$ cat config.mk
export PLATFORM = sky130hd
export DESIGN_NAME = spi_multi_bank_loader_flat
export DESIGN_NICKNAME = d
export VERILOG_FILES = /design/src/rtl/spi_multi_bank_loader_if.sv /design/src/rtl/spi_multi_bank_loader.sv /design/src/flat_wrapper.sv
export SDC_FILE = /design/constraint.sdc
export NUM_CORES = 1
export LEC_CHECK = 0
export BUFFER_PORTS_ARGS = -buffer_cell sky130_fd_sc_hd__buf_2
export CAP_MARGIN = 20
export CORE_ASPECT_RATIO = 1.1
export CORE_MARGIN = 2
export CORE_UTILIZATION = 61
export CTS_CLUSTER_DIAMETER = 80
export DETAILED_ROUTE_END_ITERATION = 10
export GPL_ROUTABILITY_DRIVEN = 0
export GPL_TIMING_DRIVEN = 0
export PLACE_DENSITY = 0.85
export SLEW_MARGIN = 20
export SYNTH_ARGS = -nofsm -noshare
export SYNTH_HDL_FRONTEND = slang
export SYNTH_SLANG_ARGS = --single-unit
$ cat constraint.sdc
create_clock -name clk -period 3.1 [get_ports clk]
set_clock_uncertainty 0.05 [all_clocks]
set_input_delay 0.775 -clock clk [delete_from_list [all_inputs] [get_ports clk]]
set_output_delay 0.775 -clock clk [all_outputs]
set_load 0.02 [all_outputs]
$ cat src/rtl/spi_multi_bank_loader_if.sv
// Signal bundle between a serial stream source and the multi-bank SRAM loader.
// The master drives framing, serial data and load setup; the slave returns write and status.
interface spi_multi_bank_loader_if #(
    parameter int NUM_CH    = 4,
    parameter int MEM_BW    = 18,
    parameter int MEM_DEPTH = 256
);
    localparam int AW = $clog2(MEM_DEPTH);
    localparam int LW = $clog2(MEM_DEPTH + 1);

    logic                     sos;
    logic                     eos;
    logic [NUM_CH-1:0]        ser_in;
    logic [NUM_CH-1:0]        ch_en;
    logic [LW-1:0]            num_valid_lines;
    logic [NUM_CH-1:0]        wr_en;
    logic [AW-1:0]            wr_addr;
    logic [NUM_CH*MEM_BW-1:0] wr_data;
    logic                     busy;
    logic                     done;
    logic                     err_underrun;
    logic [1:0]               dbg_state;

    modport master (
        output sos, eos, ser_in, ch_en, num_valid_lines,
        input  wr_en, wr_addr, wr_data, busy, done, err_underrun, dbg_state
    );

    modport slave (
        input  sos, eos, ser_in, ch_en, num_valid_lines,
        output wr_en, wr_addr, wr_data, busy, done, err_underrun, dbg_state
    );
endinterface

$ cat src/rtl/spi_multi_bank_loader.sv
// Deserialises NUM_CH lockstep serial streams into MEM_BW-bit words and writes them to
// per-channel SRAM ports at consecutive addresses, framed by sos/eos.
module spi_multi_bank_loader #(
    parameter int NUM_CH    = 4,
    parameter int MEM_BW    = 18,
    parameter int MEM_DEPTH = 256,
    parameter bit MSB_FIRST = 1'b1
) (
    input  logic                    clk,
    input  logic                    reset,
    spi_multi_bank_loader_if.slave  bus
);
    localparam int AW = $clog2(MEM_DEPTH);
    localparam int LW = $clog2(MEM_DEPTH + 1);
    localparam int BW = $clog2(MEM_BW);
    localparam logic [LW-1:0] DEPTH_L  = LW'(MEM_DEPTH);
    localparam logic [BW-1:0] LAST_BIT = BW'(MEM_BW - 1);

    typedef enum logic [1:0] {
        S_IDLE = 2'd0,
        S_LOAD = 2'd1,
        S_DONE = 2'd2
    } state_e;

    state_e                        state_q, state_d;
    logic [NUM_CH-1:0]             ch_en_q, ch_en_d;
    logic [LW-1:0]                 lines_q, lines_d;
    logic [LW-1:0]                 word_cnt_q, word_cnt_d;
    logic [BW-1:0]                 bit_cnt_q, bit_cnt_d;
    logic [NUM_CH-1:0][MEM_BW-1:0] shift_q, shift_d, shifted;
    logic [NUM_CH-1:0]             wr_en_q, wr_en_d;
    logic [AW-1:0]                 wr_addr_q, wr_addr_d;
    logic [NUM_CH*MEM_BW-1:0]      wr_data_q, wr_data_d;
    logic                          err_q, err_d;

    // Shift-register contents after absorbing this cycle's serial bit on every channel.
    always_comb begin
        for (int c = 0; c < NUM_CH; c++) begin
            if (MSB_FIRST) begin
                shifted[c] = {shift_q[c][MEM_BW-2:0], bus.ser_in[c]};
            end else begin
                shifted[c] = {bus.ser_in[c], shift_q[c][MEM_BW-1:1]};
            end
        end
    end

    always_comb begin
        state_d    = state_q;
        ch_en_d    = ch_en_q;
        lines_d    = lines_q;
        word_cnt_d = word_cnt_q;
        bit_cnt_d  = bit_cnt_q;
        shift_d    = shift_q;
        wr_en_d    = '0;
        wr_addr_d  = wr_addr_q;
        wr_data_d  = wr_data_q;
        err_d      = err_q;
        case (state_q)
            S_IDLE, S_DONE: begin
                if (bus.sos) begin
                    ch_en_d    = bus.ch_en;
                    lines_d    = (bus.num_valid_lines > DEPTH_L) ? DEPTH_L : bus.num_valid_lines;
                    bit_cnt_d  = '0;
                    word_cnt_d = '0;
                    err_d      = 1'b0;
                    state_d    = (lines_d == '0) ? S_DONE : S_LOAD;
                end
            end
            S_LOAD: begin
                // One idle cycle after the final write so done follows the last strobe.
                if (word_cnt_q == lines_q) begin
                    state_d = S_DONE;
                end else begin
                    shift_d = shifted;
                    if (bit_cnt_q == LAST_BIT) begin
                        bit_cnt_d  = '0;
                        word_cnt_d = word_cnt_q + 1'b1;
                        wr_en_d    = ch_en_q;
                        wr_addr_d  = word_cnt_q[AW-1:0];
                        wr_data_d  = shifted;
                    end else begin
                        bit_cnt_d = bit_cnt_q + 1'b1;
                    end
                    // A word finishing on the eos cycle is still written above.
                    if (bus.eos && (word_cnt_d != lines_q)) begin
                        err_d   = 1'b1;
                        state_d = S_DONE;
                    end
                end
            end
            default: state_d = S_IDLE;
        endcase
    end

    always_ff @(posedge clk) begin
        if (!reset) begin
            state_q    <= S_IDLE;
            ch_en_q    <= '0;
            lines_q    <= '0;
            word_cnt_q <= '0;
            bit_cnt_q  <= '0;
            shift_q    <= '0;
            wr_en_q    <= '0;
            wr_addr_q  <= '0;
            wr_data_q  <= '0;
            err_q      <= 1'b0;
        end else begin
            state_q    <= state_d;
            ch_en_q    <= ch_en_d;
            lines_q    <= lines_d;
            word_cnt_q <= word_cnt_d;
            bit_cnt_q  <= bit_cnt_d;
            shift_q    <= shift_d;
            wr_en_q    <= wr_en_d;
            wr_addr_q  <= wr_addr_d;
            wr_data_q  <= wr_data_d;
            err_q      <= err_d;
        end
    end

    assign bus.wr_en        = wr_en_q;
    assign bus.wr_addr      = wr_addr_q;
    assign bus.wr_data      = wr_data_q;
    assign bus.busy         = (state_q == S_LOAD);
    assign bus.done         = (state_q == S_DONE);
    assign bus.err_underrun = err_q;
    assign bus.dbg_state    = state_q;
endmodule

$ cat src/flat_wrapper.sv
// flat-port wrapper written by rule: the top's interface ports become plain ports
module spi_multi_bank_loader_flat 
#(
    parameter int NUM_CH    = 4,
    parameter int MEM_BW    = 18,
    parameter int MEM_DEPTH = 256,
    parameter bit MSB_FIRST = 1'b1
)
  (clk, reset, bus_sos, bus_eos, bus_ser_in, bus_ch_en, bus_num_valid_lines, bus_wr_en, bus_wr_addr, bus_wr_data, bus_busy, bus_done, bus_err_underrun, bus_dbg_state);
  spi_multi_bank_loader_if #(.NUM_CH(NUM_CH), .MEM_BW(MEM_BW), .MEM_DEPTH(MEM_DEPTH)) bus_i ();
  input  logic clk;
  input  logic reset;
  input wire logic [$bits(bus_i.sos)-1:0] bus_sos;
  input wire logic [$bits(bus_i.eos)-1:0] bus_eos;
  input wire logic [$bits(bus_i.ser_in)-1:0] bus_ser_in;
  input wire logic [$bits(bus_i.ch_en)-1:0] bus_ch_en;
  input wire logic [$bits(bus_i.num_valid_lines)-1:0] bus_num_valid_lines;
  output wire logic [$bits(bus_i.wr_en)-1:0] bus_wr_en;
  output wire logic [$bits(bus_i.wr_addr)-1:0] bus_wr_addr;
  output wire logic [$bits(bus_i.wr_data)-1:0] bus_wr_data;
  output wire logic [$bits(bus_i.busy)-1:0] bus_busy;
  output wire logic [$bits(bus_i.done)-1:0] bus_done;
  output wire logic [$bits(bus_i.err_underrun)-1:0] bus_err_underrun;
  output wire logic [$bits(bus_i.dbg_state)-1:0] bus_dbg_state;
  assign bus_i.sos = bus_sos;
  assign bus_i.eos = bus_eos;
  assign bus_i.ser_in = bus_ser_in;
  assign bus_i.ch_en = bus_ch_en;
  assign bus_i.num_valid_lines = bus_num_valid_lines;
  assign bus_wr_en = bus_i.wr_en;
  assign bus_wr_addr = bus_i.wr_addr;
  assign bus_wr_data = bus_i.wr_data;
  assign bus_busy = bus_i.busy;
  assign bus_done = bus_i.done;
  assign bus_err_underrun = bus_i.err_underrun;
  assign bus_dbg_state = bus_i.dbg_state;
  spi_multi_bank_loader #(.NUM_CH(NUM_CH), .MEM_BW(MEM_BW), .MEM_DEPTH(MEM_DEPTH), .MSB_FIRST(MSB_FIRST)) u_core (.clk(clk), .reset(reset), .bus(bus_i));
endmodule
# Word level (Yosys, flattened, before mapping)
# Index checks and enable logic that the tools add are counted.
# W data, S select, Z words.
[op_classes]
add_sub_neg = 2
n_lt_le_gt_ge = 1
n_eq_ne = 9
mux = 20
bitwise = 4
reduce_logical = 12
[op_table]
columns = ["cell", "count"]
rows = [
  ["$mux W9", 6],
  ["$pmux W9 S2", 1],
  ["$mux W5", 3],
  ["$pmux W5 S2", 1],
  ["$add A9 B1 Y9 const B", 1],
  ["$eq A9 B9 Y1", 1],
  ["$gt A9 B9 Y1 const B", 1],
  ["$logic_not A9 Y1", 1],
  ["$ne A9 B9 Y1", 1],
  ["$mux W2", 4],
  ["$reduce_and A2 Y1", 3],
  ["$reduce_and A3 Y1", 2],
  ["$add A5 B1 Y5 const B", 1],
  ["$eq A5 B5 Y1 const B", 1],
  ["$ne A2 B2 Y1 const B", 2],
  ["$not A1 Y1", 4],
  ["$pmux W2 S2", 1],
  ["$reduce_and A4 Y1", 1],
  ["$reduce_or A4 Y1", 1],
  ["$mux W1", 3],
  ["$ne A3 B1 Y1 const B", 1],
  ["$eq A2 B1 Y1 const B", 1],
  ["$eq A2 B2 Y1 const B", 1],
  ["$logic_not A2 Y1", 1],
  ["other kinds (5)", 5],
]
[word_totals]
ff_bits = 182
input_bits = 21
output_inout_bits = 89
wordCells = 61

# Depth between registers and ports, before layout
# Gate-level depths: netlist of run 1.
[logic_depth]
depth_word = 9
ltp_mapped = 9
ltp_nobuf = 8

# Worst setup path after synthesis of run 1
# No wires, ideal clock.
[synth_timing]
kind = "register -> register"
from = "reg u_core.bit_cnt_q[0]"
to = "reg u_core.state_q[1] (netlist: u_core.bus.dbg_state[1])"
setup_time_ps = 134
arrival_ps = 1866
required_time_ps = 2916
path_slack_ps = 1050
path_stages_with_launch = 9
path_buffers = 1
synth_period_minus_slack_ps = 2050
cell_sequence = "dfxtp_1 ha_1 and4bb_1 buf_6 mux2i_1 xor2_1 o211ai_1 a2111oi_2 o22ai_1"
[synth_via]
elab_chain_cells = 8
[synth_lines]
columns = ["item", "line", "rtl"]
rows = [
  ["start: declaration", "spi_multi_bank_loader.sv:29", "logic [BW-1:0] bit_cnt_q, bit_cnt_d;"],
  ["start signal: assignment", "spi_multi_bank_loader.sv:112", "bit_cnt_q <= bit_cnt_d;"],
  ["$eq A5 B5 Y1", "spi_multi_bank_loader.sv:75", "if (bit_cnt_q == LAST_BIT) begin"],
  ["$mux W9", "spi_multi_bank_loader.sv:75", ""],
  ["$mux W9", "spi_multi_bank_loader.sv:71", "if (word_cnt_q == lines_q) begin"],
  ["$mux W9", "spi_multi_bank_loader.sv:58", "case (state_q)"],
  ["$ne A9 B9 Y1", "spi_multi_bank_loader.sv:85", "if (bus.eos && (word_cnt_d != lines_q)) begin"],
  ["$logic_and A1 B1 Y1", "spi_multi_bank_loader.sv:85", ""],
  ["$ne A3 B1 Y1 (no source line)", "n/a", ""],
  ["$reduce_and A2 Y1 (no source line)", "n/a", ""],
  ["end signal: assignment", "spi_multi_bank_loader.sv:108", "state_q <= state_d;"],
  ["end: declaration", "spi_multi_bank_loader.sv:25", "state_e state_q, state_d;"],
]
# Every way passes these cells. The select of a mux whose other input is x is not followed.
# A chain may end at the register's enable or synchronous reset.

# Final worst setup path of run 1
[layout_timing]
from = "reg u_core.word_cnt_q[7]"
to = "reg u_core.bit_cnt_q[1]"
[layout_via]
elab_chain_cells = 3
[layout_lines]
columns = ["item", "line", "rtl"]
rows = [
  ["start: declaration", "spi_multi_bank_loader.sv:28", "logic [LW-1:0] word_cnt_q, word_cnt_d;"],
  ["start signal: assignment", "spi_multi_bank_loader.sv:111", "word_cnt_q <= word_cnt_d;"],
  ["$eq A9 B9 Y1", "spi_multi_bank_loader.sv:71", ""],
  ["$ne A2 B2 Y1 (no source line)", "n/a", ""],
  ["$reduce_and A3 Y1 (no source line)", "n/a", ""],
]
# Every way passes these cells.

==> flow_results.xml, run 1 <==
<?xml version="1.0" encoding="UTF-8"?>
<metrics>
  <group name="final_layout">
    <metric name="finalInstanceArea" unit="sq mm">0.008607</metric>
    <metric name="finalNetCount" unit="">1008</metric>
    <metric name="layout_commonest_cell" unit="">sky130_fd_sc_hd__nand2_1</metric>
    <metric name="antennaDiodeCount" unit="">0</metric>
    <metric name="syn_to_final_growth" unit="%">17.97</metric>
    <metric name="commonest_cells_after_routing_fill_and_taps_aside" unit="">320 x sky130_fd_sc_hd__nand2_1, 182 x sky130_fd_sc_hd__dfxtp_1, 129 x sky130_fd_sc_hd__buf_2</metric>
    <metric name="share_of_cells_above_drive_strength_1" unit="">0.1775</metric>
  </group>
  <group name="drt">
    <metric name="finalWirelength" unit="um">16600</metric>
    <metric name="vias_per_cell" unit="">5.449</metric>
    <metric name="drtAntennaViolNets" unit="">0</metric>
    <metric name="num_vias" unit="">6250</metric>
    <metric name="detail_route.first_pass.iterations" unit="">5</metric>
    <metric name="avgRoutedWirePerCell" unit="um">14.47</metric>
    <metric name="drc_errors" unit="">0</metric>
    <metric name="detailedRoute.firstIterationViolations" unit="">427</metric>
  </group>
  <group name="clock_tree">
    <metric name="cts-hold-fix-buffers" unit="">0</metric>
    <metric name="clk_lat_worst_skew" unit="ns">0.43</metric>
    <metric name="ctsRootBufferMaster" unit="">sky130_fd_sc_hd__clkbuf_16</metric>
    <metric name="tritoncts" unit="">built</metric>
    <metric name="clk_pin_slew" unit="ns">0.06</metric>
    <metric name="max-clock-path-buffers" unit="">2</metric>
    <metric name="cts_resized" unit="">0</metric>
    <metric name="cts.htree.levels" unit="">4</metric>
    <metric name="post-cts-setup-buffers" unit="">0</metric>
    <metric name="numCtsBuffers" unit="">17</metric>
    <metric name="clock-sinks" unit="">182</metric>
  </group>
  <group name="global_route">
    <metric name="initial_antenna_violation_count" unit="">0</metric>
    <metric name="grt_max_degree" unit="">17</metric>
    <metric name="grt_overflow" unit="">0</metric>
    <metric name="globalRouteTotalUtil" unit="">0.2666</metric>
    <metric name="grt_first_pass_wirelength" unit="um">27190</metric>
    <metric name="grt_pass1_vias" unit="">5869</metric>
  </group>
  <group name="worst_hold_path">
    <metric name="timing.hold.worst_endpoint" unit="">u_core.bus.wr_data[65]</metric>
    <metric name="hp-class" unit="">flop to flop</metric>
    <metric name="holdCritStartpoint" unit="">u_core.bus.wr_data[65]</metric>
    <metric name="min_delay_path_depth" unit="">2</metric>
  </group>
  <group name="die">
    <metric name="horizontal_extent_of_the_die" unit="um">108.3</metric>
    <metric name="die-height" unit="um">118.7</metric>
    <metric name="num_rows" unit="">41</metric>
    <metric name="top_level_ports" unit="">110</metric>
    <metric name="placeableCoreArea" unit="sq mm">0.01159</metric>
    <metric name="die-area" unit="sq mm">0.01285</metric>
    <metric name="starting_density_of_the_core" unit="">0.6293</metric>
  </group>
  <group name="sta">
    <metric name="grt_setup_unrepaired" unit="">no</metric>
    <metric name="setup-violations-final" unit="">0</metric>
    <metric name="timing.setup.tns" unit="ns">0</metric>
    <metric name="hold_violations_final" unit="">0</metric>
    <metric name="fin_crit" unit="ns">2.401</metric>
    <metric name="final-max-slew-violation-count" unit="">0</metric>
    <metric name="max_freq" unit="MHz">416.4</metric>
    <metric name="timing_worst_slew_pin_value" unit="ns">0.5918</metric>
    <metric name="timing.max_slew.rel_slack" unit="">0.6055</metric>
    <metric name="period_share" unit="">0.7746</metric>
  </group>
  <group name="power_and_ir_drop">
    <metric name="cellLeakagePower" unit="nW">3.280</metric>
    <metric name="pwr_density_cell" unit="mW/mm^2">553.2</metric>
    <metric name="ir_drop" unit="mV">0.3448</metric>
  </group>
  <group name="worst_setup_path">
    <metric name="r2r_end" unit="">u_core.bit_cnt_q[1]</metric>
    <metric name="worst-path-max-fanout" unit="">10</metric>
    <metric name="cp.required" unit="ns">3.39</metric>
    <metric name="start_kind" unit="">flop</metric>
    <metric name="ff2ff_setup_slack" unit="ns">0.70</metric>
    <metric name="worst_setup_path_end_kind" unit="">flop</metric>
    <metric name="crit_type" unit="">flop to flop</metric>
    <metric name="crit_arrival" unit="ns">2.69</metric>
    <metric name="timing.reg2reg.worst_path_depth" unit="">7</metric>
    <metric name="reg2reg_from" unit="">u_core.word_cnt_q[7]</metric>
  </group>
  <group name="synthesis">
    <metric name="synthesis.nets" unit="">881</metric>
    <metric name="synth_area_per_cell" unit="sq um">8.513</metric>
    <metric name="synth.cell_area" unit="sq mm">0.007296</metric>
    <metric name="synth_seq_area_share" unit="">0.4994</metric>
    <metric name="synth_enable_flop_cells" unit="">0</metric>
    <metric name="synth_async_sr_flop_share" unit="">0</metric>
    <metric name="postSynthRegisterBits" unit="">182</metric>
    <metric name="ys_dominant_reg_cell" unit="">sky130_fd_sc_hd__dfxtp_1</metric>
    <metric name="library_cells_used_by_synthesis" unit="">50</metric>
    <metric name="synth_cells" unit="">857</metric>
    <metric name="yosys_warnings" unit="">0</metric>
  </group>
  <group name="place">
    <metric name="placedInstanceArea" unit="sq mm">0.008024</metric>
    <metric name="port-buffer-count" unit="">108</metric>
    <metric name="hpwl" unit="um">11290</metric>
  </group>
  <group name="status">
    <metric name="run_status" unit="">finished clean</metric>
  </group>
  <group name="run">
    <metric name="max_cap_violations" unit="">0</metric>
  </group>
</metrics>
stage by stage:
stage	util	power (mW)	hold slack [ns]	worst slack, ns	std cells
final	0.7424	4.762	0.3979	0.6987	1147
after global routing	0.7424	4.897	0.4190	0.5248	1147
after CTS	0.7424	4.773	0.4006	0.7246	1147
after detailed placement	0.6921	2.679	0.3922	0.7255	1115
after global placement	0.6921	2.676	0.3888	0.7229	1115
after floorplan	-	2.595	0.3810	1.050	857
per-layer routing:
layer	track usage	part of all wire	up-vias
met3	0.05957	0.059	36
met1	0.3208	0.42	2937
met4	0.1050	0.022	0
met5	0	0	-
met2	0.4575	0.50	191
li1	-	-	3086
synth_stat cells (all sizes together), types with 3 or more instances:
master,number,share of area
xnor2,15,0.019
nand3b,4,0.0041
nor2b,3,0.0026
nand3,6,0.0041
or3b,3,0.0036
a21boi,158,0.16
a22o,5,0.0060
a211oi,5,0.0051
ha,3,0.0051
nor4,4,0.0034
and4,4,0.0048
xor2,8,0.0096
buf,30,0.024
a21oi,4,0.0027
o21ai,5,0.0034
and3,10,0.0093
nand2,320,0.16
inv,6,0.0031
nor2,16,0.0082
a31oi,4,0.0034
clkbuf,33,0.017
dfxtp,182,0.50
kinds of logic (layout without fill, tap and decap cells):
group,Yosys count,after routing,share of synthesized area
AO/OA/AOI/OAI,198,198,0.2051
XOR/XNOR,23,23,0.02864
adder cells (fa/ha/maj),3,3,0.005145
buffers and inverters,69,209,0.04425
flip-flops,182,182,0.4994
multiplexers,1,1,0.001372
AND/OR/NAND/NOR,381,381,0.2161
critical path, stage by stage (launching register included):
cell and delay [ns]:
sky130_fd_sc_hd__dfxtp_1 0.39, sky130_fd_sc_hd__xnor2_1 0.43, sky130_fd_sc_hd__and3_4 0.30, sky130_fd_sc_hd__a31oi_1 0.12, sky130_fd_sc_hd__nand2_1 0.16, sky130_fd_sc_hd__buf_2 0.30
sky130_fd_sc_hd__nand3_1 0.24, sky130_fd_sc_hd__a211oi_1 0.31
where the power goes:
part,internal (mW),leakage [nW],switching (mW)
Combinational,0.0929,1.52,0.166
Clock,1.23,0.289,0.897
Sequential,2.36,1.47,0.0158
state kept, by name (all words and copies together) (netlist names):
name,cells
u_core.bus.wr_data,72
u_core.shift_q,68
u_core.lines_q,9
u_core.word_cnt_q,9
u_core.bus.wr_addr,8
u_core.bit_cnt_q,5
u_core.bus.wr_en,4
u_core.ch_en_q,4
u_core.bus.dbg_state,2
u_core.bus.err_underrun,1
worst max-delay path by stage:
stage | depth (start not counted) | to | slack, ns | start
2_1_floorplan | 8 | u_core.bus.dbg_state[1] | 1.05 | u_core.bit_cnt_q[0]
3_3_place_gp | 7 | u_core.bus.wr_data[62] | 0.72 | u_core.bit_cnt_q[0]
3_5_place_dp | 4 | u_core.word_cnt_q[8] | 0.73 | reset
4_1_cts | 7 | u_core.bus.wr_data[64] | 0.72 | u_core.bit_cnt_q[0]
5_1_grt | 7 | u_core.bus.wr_data[64] | 0.52 | u_core.bit_cnt_q[0]
6_report | 7 | u_core.bit_cnt_q[1] | 0.70 | u_core.word_cnt_q[7]
cell type report:
class / instances / area, sq um
Buffer: 63 / 300.3
Clock buffer: 22 / 464.2
Clock inverter: 10 / 118.9
Fill cell: 895 / 2987
Inverter: 6 / 22.52
Multi-Input combinational cell: 606 / 3329
Sequential cell: 182 / 3643
Tap cell: 150 / 187.7
Timing Repair Buffer: 108 / 540.5
Power figures use the tool's default switching activity.
==> run 2, diff against run 1 <==
--- a/config.mk
+++ b/config.mk
@@ -9,12 +9,12 @@
 export CAP_MARGIN = 20
 export CORE_ASPECT_RATIO = 1.1
 export CORE_MARGIN = 2
-export CORE_UTILIZATION = 61
+export CORE_UTILIZATION = 51
 export CTS_CLUSTER_DIAMETER = 80
 export DETAILED_ROUTE_END_ITERATION = 10
 export GPL_ROUTABILITY_DRIVEN = 0
 export GPL_TIMING_DRIVEN = 0
-export PLACE_DENSITY = 0.85
+export PLACE_DENSITY = 0.76
 export SLEW_MARGIN = 20
 export SYNTH_ARGS = -nofsm -noshare
 export SYNTH_HDL_FRONTEND = slang
==> constraint.sdc (replaced) <==
create_clock -name clk -period 2.2 [get_ports clk]
set_clock_uncertainty 0.05 [all_clocks]
set_input_delay 0.55 -clock clk [delete_from_list [all_inputs] [get_ports clk]]
set_output_delay 0.55 -clock clk [all_outputs]
set_load 0.02 [all_outputs]
==> flow_results.xml, run 2 (synthesis gave the netlist of run 1 again) <==
<?xml version="1.0" encoding="UTF-8"?>
<metrics>
  <group name="worst_setup_path">
    <metric name="cp_cell_sequence" unit="">inv_2 -&gt; ha_4 -&gt; and4bb_1 -&gt; buf_2 -&gt; nand4_1 -&gt; or3b_2 -&gt; a31oi_1 -&gt; o31a_1 -&gt; o22ai_1</metric>
    <metric name="critical_path.max_stage_delay" unit="ns">0.48</metric>
    <metric name="crit_path_top_delay_cell" unit="">sky130_fd_sc_hd__or3b_2</metric>
    <metric name="timing.reg2reg.worst_path_depth" unit="">9</metric>
    <metric name="path_delay_family" unit="">simple AND/OR/NAND/NOR gates</metric>
    <metric name="reg2reg_from" unit="">u_core.bit_cnt_q[1]</metric>
    <metric name="worst-path-max-fanout" unit="">5</metric>
    <metric name="cp.required" unit="ns">2.45</metric>
    <metric name="r2r_end" unit="">u_core.bus.dbg_state[1]</metric>
    <metric name="start_kind" unit="">flop</metric>
    <metric name="worst_setup_path_end_kind" unit="">flop</metric>
    <metric name="crit_arrival" unit="ns">2.48</metric>
    <metric name="critical_path.n_buffers_inverters" unit="">2</metric>
    <metric name="crit_type" unit="">flop to flop</metric>
    <metric name="ff2ff_setup_slack" unit="ns">-0.03</metric>
  </group>
  <group name="clock_tree">
    <metric name="ctsRootBufferMaster" unit="">sky130_fd_sc_hd__clkbuf_16</metric>
    <metric name="max-clock-path-buffers" unit="">2</metric>
    <metric name="tritoncts" unit="">built</metric>
    <metric name="cts.htree.levels" unit="">4</metric>
    <metric name="clk_lat_worst_skew" unit="ns">0.43</metric>
    <metric name="clock-sinks" unit="">182</metric>
    <metric name="clk_pin_slew" unit="ns">0.06</metric>
    <metric name="numCtsBuffers" unit="">17</metric>
  </group>
  <group name="drt">
    <metric name="num_vias" unit="">6113</metric>
    <metric name="detailedRoute.firstIterationViolations" unit="">382</metric>
    <metric name="drc_errors" unit="">0</metric>
    <metric name="finalWirelength" unit="um">17030</metric>
    <metric name="drtAntennaViolNets" unit="">0</metric>
    <metric name="avgRoutedWirePerCell" unit="um">14.29</metric>
    <metric name="routedLengthMet1" unit="um">7405</metric>
    <metric name="met3RoutedLength" unit="um">958</metric>
    <metric name="maxUsedRoutingLayer" unit="">met4</metric>
    <metric name="route.met2.wl" unit="um">8407</metric>
    <metric name="vias_per_cell" unit="">5.128</metric>
    <metric name="detail_route.first_pass.iterations" unit="">6</metric>
  </group>
  <group name="worst_hold_path">
    <metric name="hp-class" unit="">input pin to flop</metric>
    <metric name="min_delay_path_depth" unit="">2</metric>
    <metric name="timing.hold.worst_endpoint" unit="">u_core.lines_q[1]</metric>
    <metric name="holdCritStartpoint" unit="">bus_num_valid_lines[1]</metric>
  </group>
  <group name="run">
    <metric name="max_cap_violations" unit="">0</metric>
  </group>
  <group name="global_route">
    <metric name="grt_max_degree" unit="">17</metric>
    <metric name="grt_first_pass_wirelength" unit="um">27630</metric>
    <metric name="globalRouteTotalUtil" unit="">0.2250</metric>
    <metric name="grt_pass1_vias" unit="">5711</metric>
    <metric name="initial_antenna_violation_count" unit="">1</metric>
    <metric name="grt_overflow" unit="">0</metric>
  </group>
  <group name="final_layout">
    <metric name="share_of_cells_above_drive_strength_1" unit="">0.2144</metric>
    <metric name="finalNetCount" unit="">1014</metric>
    <metric name="layout_commonest_cell" unit="">sky130_fd_sc_hd__nand2_1</metric>
    <metric name="syn_to_final_growth" unit="%">21.33</metric>
    <metric name="final_util" unit="">0.6365</metric>
    <metric name="multiInputGateArea" unit="sq mm">0.003442</metric>
    <metric name="number_of_fill_cells" unit="">1275</metric>
    <metric name="largest_register_ff_count" unit="">72</metric>
    <metric name="seqCellArea" unit="sq mm">0.003647</metric>
    <metric name="commonest_cells_after_routing_fill_and_taps_aside" unit="">320 x sky130_fd_sc_hd__nand2_1, 179 x sky130_fd_sc_hd__dfxtp_1, 126 x sky130_fd_sc_hd__a21boi_0</metric>
  </group>
  <group name="place">
    <metric name="hpwl" unit="um">11640</metric>
    <metric name="port-buffer-count" unit="">108</metric>
  </group>
  <group name="power_and_ir_drop">
    <metric name="pwr_density_cell" unit="mW/mm^2">751.7</metric>
    <metric name="ir_drop" unit="mV">0.5945</metric>
    <metric name="cellLeakagePower" unit="nW">3.362</metric>
  </group>
  <group name="sta">
    <metric name="period_share" unit="">1.013</metric>
    <metric name="timing.setup.tns" unit="ns">-0.03137</metric>
    <metric name="hold-worst-slack" unit="ns">0.2970</metric>
    <metric name="timing_worst_slew_pin_value" unit="ns">0.6469</metric>
    <metric name="max_freq" unit="MHz">448.8</metric>
    <metric name="timing.final.ws_setup" unit="ns">-0.02809</metric>
    <metric name="timing.max_slew.rel_slack" unit="">0.5687</metric>
    <metric name="final-max-slew-violation-count" unit="">0</metric>
    <metric name="setup-violations-final" unit="">2</metric>
    <metric name="hold_violations_final" unit="">0</metric>
    <metric name="grt_setup_unrepaired" unit="">yes</metric>
    <metric name="fin_crit" unit="ns">2.228</metric>
  </group>
  <group name="die">
    <metric name="die-height" unit="um">129.4</metric>
    <metric name="die-area" unit="sq mm">0.01528</metric>
    <metric name="starting_density_of_the_core" unit="">0.5246</metric>
    <metric name="num_rows" unit="">45</metric>
    <metric name="top_level_ports" unit="">110</metric>
    <metric name="placeableCoreArea" unit="sq mm">0.01391</metric>
    <metric name="horizontal_extent_of_the_die" unit="um">118.0</metric>
  </group>
  <group name="status">
    <metric name="run_status" unit="">finished with violations</metric>
    <metric name="violations_in_the_final_reports" unit="">negative setup slack</metric>
  </group>
</metrics>
## run 2: repair_timing
item / 4_1_cts / 5_1_grt
setup buffers: 4 / 1
pin swaps: 4 / 0
gates cloned: 1 / 0
gates resized for setup: 24 / 39
setup endpoints to repair: 136 / 127
hold buffers: 0 / 0
## run 2: per-stage QoR
step	power [mW]	setup WS (ns)	std cells	cell area [sq um]
after detailed placement	3.776	-0.2133	1153	8071
after CTS	6.677	-0.01273	1190	8738
final	6.654	-0.02809	1192	8852
after global placement	3.774	-0.1971	1153	8071
after global routing	6.876	-0.1115	1191	8850
after floorplan	3.657	0.1500	857	7296
## run 2: worst register-to-register path, stage by stage (launching register included)
cell and delay, ns:
sky130_fd_sc_hd__dfxtp_2 0.33, sky130_fd_sc_hd__inv_2 0.04, sky130_fd_sc_hd__ha_4 0.15, sky130_fd_sc_hd__and4bb_1 0.21, sky130_fd_sc_hd__buf_2 0.16, sky130_fd_sc_hd__nand4_1 0.09
sky130_fd_sc_hd__or3b_2 0.48, sky130_fd_sc_hd__a31oi_1 0.31, sky130_fd_sc_hd__o31a_1 0.20, sky130_fd_sc_hd__o22ai_1 0.08
## run 2: cell type report
cell class	instances	share of cell area
sequential	182	0.4120
multi-input combinational	606	0.3888
timing repair buffer	114	0.06587
clock buffer	21	0.05201
buffer	63	0.04057
tap	188	0.02657
clock inverter	11	0.01131
inverter	6	0.002544
antenna	1	0.0002827
## run 2: report_power, final
part	switching (mW)	leakage [nW]	total [mW]	internal (mW)
Combinational	0.249	1.63	0.402	0.153
Clock	1.29	0.267	2.91	1.62
Sequential	0.0235	1.47	3.34	3.32
## run 2: per-layer routing
layer  vias up  track usage
li1       3103            -
met1      2842       0.2662
met2       152       0.3998
met3        16      0.06602
met4         0      0.06449
met5         -            0
## run 2: worst max-delay path by stage
stage	startpoint	end	slack (ns)	cells after the start
after floorplan	u_core.bit_cnt_q[0]	u_core.bus.dbg_state[1]	0.15	8
after global placement	u_core.bit_cnt_q[0]	u_core.bus.wr_data[53]	-0.20	7
after detailed placement	u_core.bit_cnt_q[0]	u_core.bus.wr_data[53]	-0.21	7
after CTS	u_core.word_cnt_q[0]	u_core.bus.wr_data[35]	-0.01	9
after global routing	u_core.bit_cnt_q[1]	u_core.bus.dbg_state[1]	-0.11	9
final	u_core.bit_cnt_q[1]	u_core.bus.dbg_state[1]	-0.03	9
